File: config.mk
export PLATFORM = sky130hd
export DESIGN_NAME = mul_div
export DESIGN_NICKNAME = d
export VERILOG_FILES = /design/src/rtl/mul_div.sv
export SDC_FILE = /design/constraint.sdc
export NUM_CORES = 1
export LEC_CHECK = 0
export ABC_CLOCK_PERIOD_IN_PS = 4750
export CORE_MARGIN = 2
export CORE_UTILIZATION = 50
export CTS_BUF_LIST = sky130_fd_sc_hd__clkbuf_4 sky130_fd_sc_hd__clkbuf_8
export DETAILED_ROUTE_END_ITERATION = 7
export PLACE_DENSITY = 0.72
export RECOVER_POWER = 25
export SYNTH_ARGS = -nofsm -noshare
export SYNTH_HDL_FRONTEND = slang
export SYNTH_SLANG_ARGS = --single-unit
File: constraint.sdc
create_clock -name clk -period 4.75 [get_ports clk]
set_clock_uncertainty 0.05 [all_clocks]
set_input_delay 0.95 -clock clk [delete_from_list [all_inputs] [get_ports clk]]
set_output_delay 0.95 -clock clk [all_outputs]
set_load 0.005 [all_outputs]
File: src/rtl/mul_div.sv
// mul_div: multi-cycle multiply/divide unit beside the combinational ALU.
//   MLT: result = a[7:0] * b (16-bit unsigned product)
//   DIV: result = {rem, quot} of a / b, restoring, MSB-first
// Ports:
//   clk, reset_n      core clock, asynchronous active-low reset
//   start, op         request pulse (taken in IDLE/DONE), 0=MLT 1=DIV
//   a[15:0], b[7:0]   HL operand, A operand (latched on accept)
//   busy, done        operation in progress, one-cycle completion pulse
//   result[15:0]      HL write-back value
//   flags[3:0]        {S, V, C, Z}
//   div_zero          DIV with b=0, valid with done
// Build option: define MULDIV_EARLY_OUT_EN to let MUL finish as soon as
// the remaining multiplier bits are all zero.
module mul_div #(
  parameter int unsigned BITS_PER_CYCLE = 1
) (
  input  logic        clk,
  input  logic        reset_n,
  input  logic        start,
  input  logic        op,
  input  logic [15:0] a,
  input  logic [7:0]  b,
  output logic        busy,
  output logic        done,
  output logic [15:0] result,
  output logic [3:0]  flags,
  output logic        div_zero
);

  localparam int unsigned K_MUL = 8 / BITS_PER_CYCLE;
  localparam int unsigned K_DIV = 16 / BITS_PER_CYCLE;
  localparam int unsigned CNT_W = 4;

  typedef enum logic [1:0] {IDLE, MUL, DIV, DONE} state_e;

  state_e           state_q, state_d;
  logic [CNT_W-1:0] cnt_q, cnt_d;
  logic [15:0]      acc_q, acc_d;       // MUL partial product
  logic [15:0]      mcand_q, mcand_d;   // MUL shifted multiplicand
  logic [7:0]       mplier_q, mplier_d; // MUL unshifted multiplier bits
  logic [15:0]      quo_q, quo_d;       // DIV dividend in, quotient out
  logic [7:0]       rem_q, rem_d;       // DIV partial remainder
  logic [7:0]       dvsr_q, dvsr_d;
  logic [15:0]      opnd_q, opnd_d;     // original HL, returned on overflow
  logic             busy_d, done_d, dz_d;
  logic [15:0]      result_d;
  logic [3:0]       flags_d;

  logic [15:0]      mul_acc, mul_mcand;
  logic [7:0]       mul_mplier;
  logic [15:0]      div_quo;
  logic [7:0]       div_rem;
  logic             mul_fin, div_fin;

  // One clock of shift-add: retire BITS_PER_CYCLE multiplier bits
  always_comb begin : mul_step
    mul_acc = acc_q;
    for (int i = 0; i < int'(BITS_PER_CYCLE); i++) begin
      if (mplier_q[i]) mul_acc = mul_acc + (mcand_q << i);
    end
    mul_mcand  = mcand_q << BITS_PER_CYCLE;
    mul_mplier = mplier_q >> BITS_PER_CYCLE;
  end

  // One clock of restoring division; the 9-bit shifted remainder keeps the
  // carry out of bit 7 so the compare never loses it
  always_comb begin : div_step
    logic [8:0] rsh;
    rsh     = '0;
    div_quo = quo_q;
    div_rem = rem_q;
    for (int i = 0; i < int'(BITS_PER_CYCLE); i++) begin
      rsh     = {div_rem, div_quo[15]};
      div_quo = {div_quo[14:0], 1'b0};
      if (rsh >= {1'b0, dvsr_q}) begin
        rsh        = rsh - {1'b0, dvsr_q};
        div_quo[0] = 1'b1;
      end
      div_rem = rsh[7:0];
    end
  end

`ifdef MULDIV_EARLY_OUT_EN
  assign mul_fin = (cnt_q == CNT_W'(K_MUL - 1)) || (mul_mplier == 8'h00);
`else
  assign mul_fin = (cnt_q == CNT_W'(K_MUL - 1));
`endif
  assign div_fin = (cnt_q == CNT_W'(K_DIV - 1));

  // Next state, datapath updates and registered outputs
  always_comb begin : fsm_next
    state_d  = state_q;
    cnt_d    = cnt_q;
    acc_d    = acc_q;
    mcand_d  = mcand_q;
    mplier_d = mplier_q;
    quo_d    = quo_q;
    rem_d    = rem_q;
    dvsr_d   = dvsr_q;
    opnd_d   = opnd_q;
    busy_d   = 1'b0;
    done_d   = 1'b0;
    dz_d     = div_zero;
    result_d = result;
    flags_d  = flags;

    case (state_q)
      IDLE, DONE: begin
        state_d = IDLE;
        if (start) begin
          dz_d     = 1'b0;
          cnt_d    = '0;
          acc_d    = '0;
          mcand_d  = {8'h00, a[7:0]};
          mplier_d = b;
          quo_d    = a;
          rem_d    = '0;
          dvsr_d   = b;
          opnd_d   = a;
          if (!op) begin
`ifdef MULDIV_EARLY_OUT_EN
            if (b == 8'h00) begin
              state_d  = DONE;
              done_d   = 1'b1;
              result_d = '0;
              flags_d  = 4'b0001;
            end else begin
              state_d = MUL;
              busy_d  = 1'b1;
            end
`else
            state_d = MUL;
            busy_d  = 1'b1;
`endif
          end else if (b == 8'h00) begin
            state_d  = DONE;
            done_d   = 1'b1;
            dz_d     = 1'b1;
            result_d = a;
            flags_d  = '0;
          end else begin
            state_d = DIV;
            busy_d  = 1'b1;
          end
        end
      end
      MUL: begin
        acc_d    = mul_acc;
        mcand_d  = mul_mcand;
        mplier_d = mul_mplier;
        cnt_d    = cnt_q + CNT_W'(1);
        busy_d   = 1'b1;
        if (mul_fin) begin
          state_d  = DONE;
          busy_d   = 1'b0;
          done_d   = 1'b1;
          result_d = mul_acc;
          flags_d  = {mul_acc[15], 2'b00, (mul_acc == 16'h0000)};
        end
      end
      DIV: begin
        quo_d  = div_quo;
        rem_d  = div_rem;
        cnt_d  = cnt_q + CNT_W'(1);
        busy_d = 1'b1;
        if (div_fin) begin
          state_d = DONE;
          busy_d  = 1'b0;
          done_d  = 1'b1;
          if (div_quo[15:8] != 8'h00) begin
            result_d = opnd_q;
            flags_d  = 4'b0100;
          end else begin
            result_d = {div_rem, div_quo[7:0]};
            flags_d  = {div_quo[7], 2'b00, (div_quo[7:0] == 8'h00)};
          end
        end
      end
      default: state_d = IDLE;
    endcase
  end

  always_ff @(posedge clk or negedge reset_n) begin : regs
    if (!reset_n) begin
      state_q  <= IDLE;
      cnt_q    <= '0;
      acc_q    <= '0;
      mcand_q  <= '0;
      mplier_q <= '0;
      quo_q    <= '0;
      rem_q    <= '0;
      dvsr_q   <= '0;
      opnd_q   <= '0;
      busy     <= 1'b0;
      done     <= 1'b0;
      div_zero <= 1'b0;
      result   <= '0;
      flags    <= '0;
    end else begin
      state_q  <= state_d;
      cnt_q    <= cnt_d;
      acc_q    <= acc_d;
      mcand_q  <= mcand_d;
      mplier_q <= mplier_d;
      quo_q    <= quo_d;
      rem_q    <= rem_d;
      dvsr_q   <= dvsr_d;
      opnd_q   <= opnd_d;
      busy     <= busy_d;
      done     <= done_d;
      div_zero <= dz_d;
      result   <= result_d;
      flags    <= flags_d;
    end
  end

endmodule

==> impl_results.md, run 1 <==
* Worst-Margin Slew at 1789 ps
* Clock buffer count from CTS at 17
* Final setup TNS at 0 ps
* Number of synthesized flops with an enable pin at 0
* TritonRoute pass-1 iters at 7
* Post-DRT Antenna Nets at 0
* Hold-fix buffers, CTS at 0
* Post-synthesis cell type count at 64
* Post-route minimum period at 3264 ps
* Drt wl/cell at 18.15 um
* Layout cells sized above 1 at 10.36%
* CTS root buffer: clkbuf_8
* Die Width at 120.2 um
* Final setup vio count at 0
* Most common cell after layout, fill and taps aside: dfrtp_1
* 1st-iter DRT viols at 329
* Worst ir drop on vdd at 0.0003483 V
* Residual DRC at 0
* CTS HTree Levels at 4
* Final instance area at 0.007749 mm^2
* Global-route wire length before repair at 27.84 mm
* Post_cts resized at 0
* DIE AREA at 0.01444 mm^2
* Vias in the first global route at 5,489
* PwrDens at 680.0 mW/mm^2
* # Post-CTS Setup Buffers at 0
* Max-slew violations at 33
* Seq/Total Area, Yosys at 43.03%
* Combinational share of power at 50.7%
* Mapped Cells at 706
* Die height at 120.2 um
* Area growth, synth to finish at 14.86%
* Unrepaired setup endpoints after global routing: no
* Initial Util at 51.15%
* Net count, final at 797
* Core Footprint at 0.01319 mm^2
* Crit Path Class: reg2reg
* Failing checks: max-capacitance violations, max-slew violations
* Switch share at 43.04%
* Via Count at 5,543
* Synth async-reset ratio at 100.0%
* Clock latency at the later pin of the worst-skew pair at 450 ps
* Clock Tree Buf Depth at 2
* Tot Pwr at 0.005269 W
* Final std cells w/o fill at 929
* Yosys Warn Count at 0
* Mapped Area at 0.006746 mm^2
* Final hold viol count at 0
* Static Leak at 3.400 nW
* CTS tree: done
* I/O Pins at 51
* Slew margin rel. at -19.24%
* Critical Path AT at 3540 ps
* CTS clk-pin slew, worst paths at 70 ps
* Cell Rows at 42
* Vias/cell at 5.967
* Period Utilization, post-route at 68.72%
* Pin count of the biggest net entering global routing at 45
* Area after DPL at 0.007361 mm^2
* Reg power frac at 32.0%
* Gr ovfl total at 0
* Avg Cell Area, Syn at 9.556 um^2
* Diode count at 0
* Port-buffer cells at 49
* Syn nets at 762
* Worst min path class: reg2reg
* Initial antenna violation count at 0
* Routed WL at 16.87 mm
* Most frequent cells in the layout: 116 x dfrtp_1, 89 x nand2_1, 67 x o21ai_0
* Upper clock frequency limit at 306.3 MHz
* CP Capture Type: flop
* Prevailing post-synth register cell: dfrtp_1
* All-layer global routing usage at 24.63%
* Max FO, Critical Path at 4
* Psw at 0.002268 W
* DP Wirelength at 12.16 mm
* Run status: finished, violations left
* Clock Sinks at 116
* Max-Cap Viols at 1
* Int Power at 0.003001 W
* Placed insts at 898
* Setup crit start kind: flop
* Synth Register Bits at 116
* Clock Power Share at 17.4%
* Worst Path Required at 5020 ps
* Placer Congestion at 0.8693
-- power groups by stage --
stage | combinational (W) | clock, W | sequential [W]
after detailed placement | 0.00266 | 0 | 0.00169
after global placement | 0.00255 | 0 | 0.00168
after CTS | 0.00266 | 0.000923 | 0.00168
final | 0.00267 | 0.000916 | 0.00168
after global routing | 0.00296 | 0.000973 | 0.00173
after floorplan | 0.00198 | 0 | 0.00160
-- worst paths after layout --
path / from / slack, ps / to / cells after the start
setup / recovery: mcand_q[0] / 1490 / flags[0] / 11
hold / removal: div_zero / 430 / div_zero / 2
setup reg to reg: mcand_q[0] / 1490 / flags[0] / 11
hold reg to reg: div_zero / 430 / div_zero / 2
max in group asynchronous: reset_n / 1880 / opnd_q[3] / 2
min in group asynchronous: reset_n / 920 / div_zero / 1
-- routing by layer --
metal	track usage [%]	wire, um
met1	33.23	7714
met2	38.88	8064
met3	5.181	785
met4	9.706	301
met5	0	0
-- logic make-up after synthesis --
group	after synthesis	synth area share [%]
AOI/OAI and AO/OA	221	21.75
adders and majority gates	28	5.415
DFF	116	43.03
muxes	69	10.79
other	1	0.05558
xor gates and xnor gates	12	1.558
buffers and inverters	71	4.062
and+or+nand+nor	188	13.33
-- flip-flops by register name, indices dropped and copies added (netlist names), 2 cells and up --
| name | cells |
|---|---|
| acc_q | 16 |
| mcand_q | 16 |
| opnd_q | 16 |
| quo_q | 16 |
| result | 16 |
| dvsr_q | 8 |
| mplier_q | 8 |
| rem_q | 8 |
| cnt_q | 4 |
| flags | 3 |
| state_q | 2 |
-- layout make-up --
| class | count | area (um^2) |
|---|---|---|
| Clock inverter | 9 | 103.9 |
| Tap cell | 176 | 220.2 |
| Sequential cell | 116 | 2903 |
| Fill cell | 1131 | 5441 |
| Clock buffer | 22 | 290.3 |
| Multi-Input combinational cell | 519 | 3570 |
| Timing Repair Buffer | 59 | 556.8 |
| Inverter | 28 | 105.1 |
-- stage by stage --
step | hold WS (ps) | util, % | worst slack (ps)
3_5_place_dp | 421.4 | 55.81 | 1070
5_1_grt | 460.5 | 58.75 | 1308
4_1_cts | 391.6 | 58.79 | 1520
6_report | 434.9 | 58.75 | 1486
3_3_place_gp | 413.2 | 55.81 | 1147
2_1_floorplan | 399.6 | - | 1879
-- Yosys cell counts (3+ instances only) --
| library cell | n | area (um^2) |
|---|---|---|
| dfrtp_1 | 116 | 2903 |
| nand2_1 | 89 | 334.1 |
| o21ai_0 | 67 | 335.3 |
| a21oi_1 | 43 | 215.2 |
| mux2i_1 | 39 | 390.4 |
| clkbuf_1 | 37 | 138.9 |
| mux2_2 | 30 | 337.8 |
| a22o_1 | 29 | 254.0 |
| nor2_1 | 29 | 108.9 |
| inv_1 | 27 | 101.4 |
| ha_1 | 26 | 325.3 |
| o21a_1 | 11 | 82.58 |
| nand3b_1 | 10 | 75.07 |
| nor2b_1 | 9 | 56.30 |
| nor3_1 | 9 | 45.04 |
| o21ai_1 | 8 | 40.04 |
| o31ai_1 | 8 | 60.06 |
| a31oi_1 | 7 | 43.79 |
| nand2b_1 | 7 | 43.79 |
| nand4_1 | 7 | 43.79 |
| xnor2_1 | 7 | 61.31 |
| nand3_1 | 6 | 30.03 |
| o211ai_1 | 6 | 45.04 |
| a211oi_1 | 5 | 37.54 |
| xor2_1 | 5 | 43.79 |
| a21o_1 | 4 | 30.03 |
| and3_1 | 4 | 25.02 |
| o2111ai_1 | 4 | 35.03 |
| a221oi_1 | 3 | 26.28 |
| buf_2 | 3 | 15.01 |
| nor4_1 | 3 | 18.77 |
| o22ai_1 | 3 | 18.77 |
| or3_1 | 3 | 18.77 |
-- critical path: stages (launching register included) --
cell and delay (ps):
dfrtp_1 470, ha_1 240, inv_1 60, fa_1 410, nor2b_1 220, o31a_1 230, o21ai_1 170, o21a_1 200
o311ai_0 720, a2111oi_0 180, nand4_1 120, o21ai_1 60
(Power assumes the default switching activity.)
==> run 2: changes to the inputs <==
--- a/config.mk
+++ b/config.mk
@@ -5,7 +5,7 @@
 export SDC_FILE = /design/constraint.sdc
 export NUM_CORES = 1
 export LEC_CHECK = 0
-export ABC_CLOCK_PERIOD_IN_PS = 4750
+export ABC_CLOCK_PERIOD_IN_PS = 3410
 export CORE_MARGIN = 2
 export CORE_UTILIZATION = 50
 export CTS_BUF_LIST = sky130_fd_sc_hd__clkbuf_4 sky130_fd_sc_hd__clkbuf_8
==> constraint.sdc (replaced) <==
create_clock -name clk -period 3.41 [get_ports clk]
set_clock_uncertainty 0.05 [all_clocks]
set_input_delay 0.682 -clock clk [delete_from_list [all_inputs] [get_ports clk]]
set_output_delay 0.682 -clock clk [all_outputs]
set_load 0.005 [all_outputs]
==> run 2 against run 1 <==
The run still ends with max-capacitance violations, max-slew violations left. Sequential cell count is the same. Final cell count grew 0.86%. Critical path depth shrank 2. Clock-buffer cell count shrank 3. Fmax grew 8.6%. Design area grew 0.79%. Critical path type unchanged. Largest power group unchanged.
==> impl_results.md, run 2 (same netlist as run 1, synthesis figures left out) <==
* Final setup TNS at 0 ps
* Pin count of the biggest net entering global routing at 70
* Die Width at 120.2 um
* Area of the multi-input gates at 0.003571 mm^2
* Clock latency at the later pin of the worst-skew pair at 450 ps
* Unrepaired setup endpoints after global routing: no
* Max-slew violations at 49
* Layout cells sized above 1 at 11.30%
* Clock buffer count from CTS at 17
* Via Count at 5,574
* Residual DRC at 0
* Fin util at 59.21%
* Worst min path class: reg2reg
* Placer Congestion at 0.8471
* CTS HTree Levels at 4
* Fill count at 1,128
* Run status: finished, violations left
* Vias in the first global route at 5,467
* Gr ovfl total at 0
* Cell Rows at 42
* Worst ir drop on vdd at 0.0005592 V
* Most frequent cells in the layout: 116 x dfrtp_1, 89 x nand2_1, 67 x o21ai_0
* CTS root buffer: clkbuf_8
* TritonRoute pass-1 iters at 6
* Max-Cap Viols at 1
* Initial antenna violation count at 0
* Hold-fix buffers, CTS at 0
* Clock Sinks at 116
* Slew margin rel. at -80.01%
* Vias/cell at 5.949
* Global-route wire length before repair at 28.21 mm
* Critical Path AT at 3290 ps
* Initial Util at 51.15%
* Area after DPL at 0.007433 mm^2
* CTS clk-pin slew, worst paths at 80 ps
* CP Capture Type: flop
* PwrDens at 946.0 mW/mm^2
* Final std cells w/o fill at 937
* Routed WL at 16.92 mm
* CTS tree: done
* Die height at 120.2 um
* Placed insts at 906
* All-layer global routing usage at 25.09%
* Post-DRT Antenna Nets at 0
* Worst Path Required at 3690 ps
* Final hold viol count at 0
* Post-route minimum period at 3005 ps
* Core Footprint at 0.01319 mm^2
* Net count, final at 805
* Post_cts resized at 0
* DIE AREA at 0.01444 mm^2
* Setup crit start kind: flop
* # Post-CTS Setup Buffers at 0
* Final setup vio count at 0
* Static Leak at 3.434 nW
* 1st-iter DRT viols at 378
* I/O Pins at 51
* Max FO, Critical Path at 10
* Drt wl/cell at 18.06 um
* Area growth, synth to finish at 15.76%
* Clock Tree Buf Depth at 2
* Crit Path Class: reg2reg
* DP Wirelength at 12.14 mm
* Failing checks: max-capacitance violations, max-slew violations
* Final instance area at 0.007810 mm^2
* Port-buffer cells at 49
* Seq. cell area at 0.002903 mm^2
* Diode count at 0
* Most common cell after layout, fill and taps aside: dfrtp_1
* Worst-Margin Slew at 2700 ps
* Upper clock frequency limit at 332.8 MHz
* Period Utilization, post-route at 88.12%
-- run 2: cell count changes in the layout (fill, tap and decap cells not counted), sizes merged --
cell,change
clkinv,+1
clkinvlp,+1
inv,+1
buf,+9
clkbuf,-4
-- run 2: power breakdown --
part,total [W],internal [W],leakage [nW],switching (W)
Sequential,0.00234,0.00194,1.47,0.000401
Combinational,0.00381,0.00159,1.77,0.00222
Clock,0.00124,0.000672,0.191,0.000573
Total,0.00739,0.00420,3.43,0.00319
-- run 2: per-stage QoR --
stage / power, W / hold slack [ps] / setup slack (ps)
floorplan: 0.004989 / 336.4 / 807.2
global placement: 0.005996 / 414.6 / 243.9
detailed placement: 0.006133 / 423.4 / 159.7
CTS: 0.007405 / 224.0 / 404.6
global route: 0.007975 / 467.2 / 43.22
finish: 0.007388 / 435.8 / 405.3
-- run 2: final timing paths --
kind / depth (start not counted) / to / slack (ps) / startpoint
max: 9 / result[14] / 410 / rem_q[0]
min: 2 / opnd_q[13] / 440 / opnd_q[13]
max reg2reg: 9 / result[14] / 410 / rem_q[0]
min reg2reg: 2 / opnd_q[13] / 440 / opnd_q[13]
max in group asynchronous: 2 / result[1] / 590 / reset_n
min in group asynchronous: 1 / div_zero / 1040 / reset_n
-- run 2: layout make-up --
| type | count | area share (%) |
|---|---|---|
| well taps | 176 | 2.820 |
| repair buffers | 67 | 7.978 |
| clock inverters | 12 | 1.698 |
| inverters | 28 | 1.346 |
| flip-flops and latches | 116 | 37.17 |
| multi-input cells | 519 | 45.72 |
| clock buffers | 19 | 3.268 |
-- run 2: worst max-delay path, cell delays in order (launching register included) --
cell      delay (ps)
dfrtp_1          440
ha_1             330
nor2b_1          150
o31a_1           270
o211ai_1         170
nand2_1          150
o31ai_4          600
mux2_2           420
o211ai_1         220
a21oi_1          110
-- run 2: routing by layer --
layer | GRT usage (%) | part of all wire, % | vias up
met5 | 0 | 0 | -
met4 | 8.162 | 1.5 | 0
met3 | 5.371 | 4.9 | 25
met2 | 39.42 | 47 | 140
met1 | 34.66 | 46 | 2753
li1 | - | - | 2656
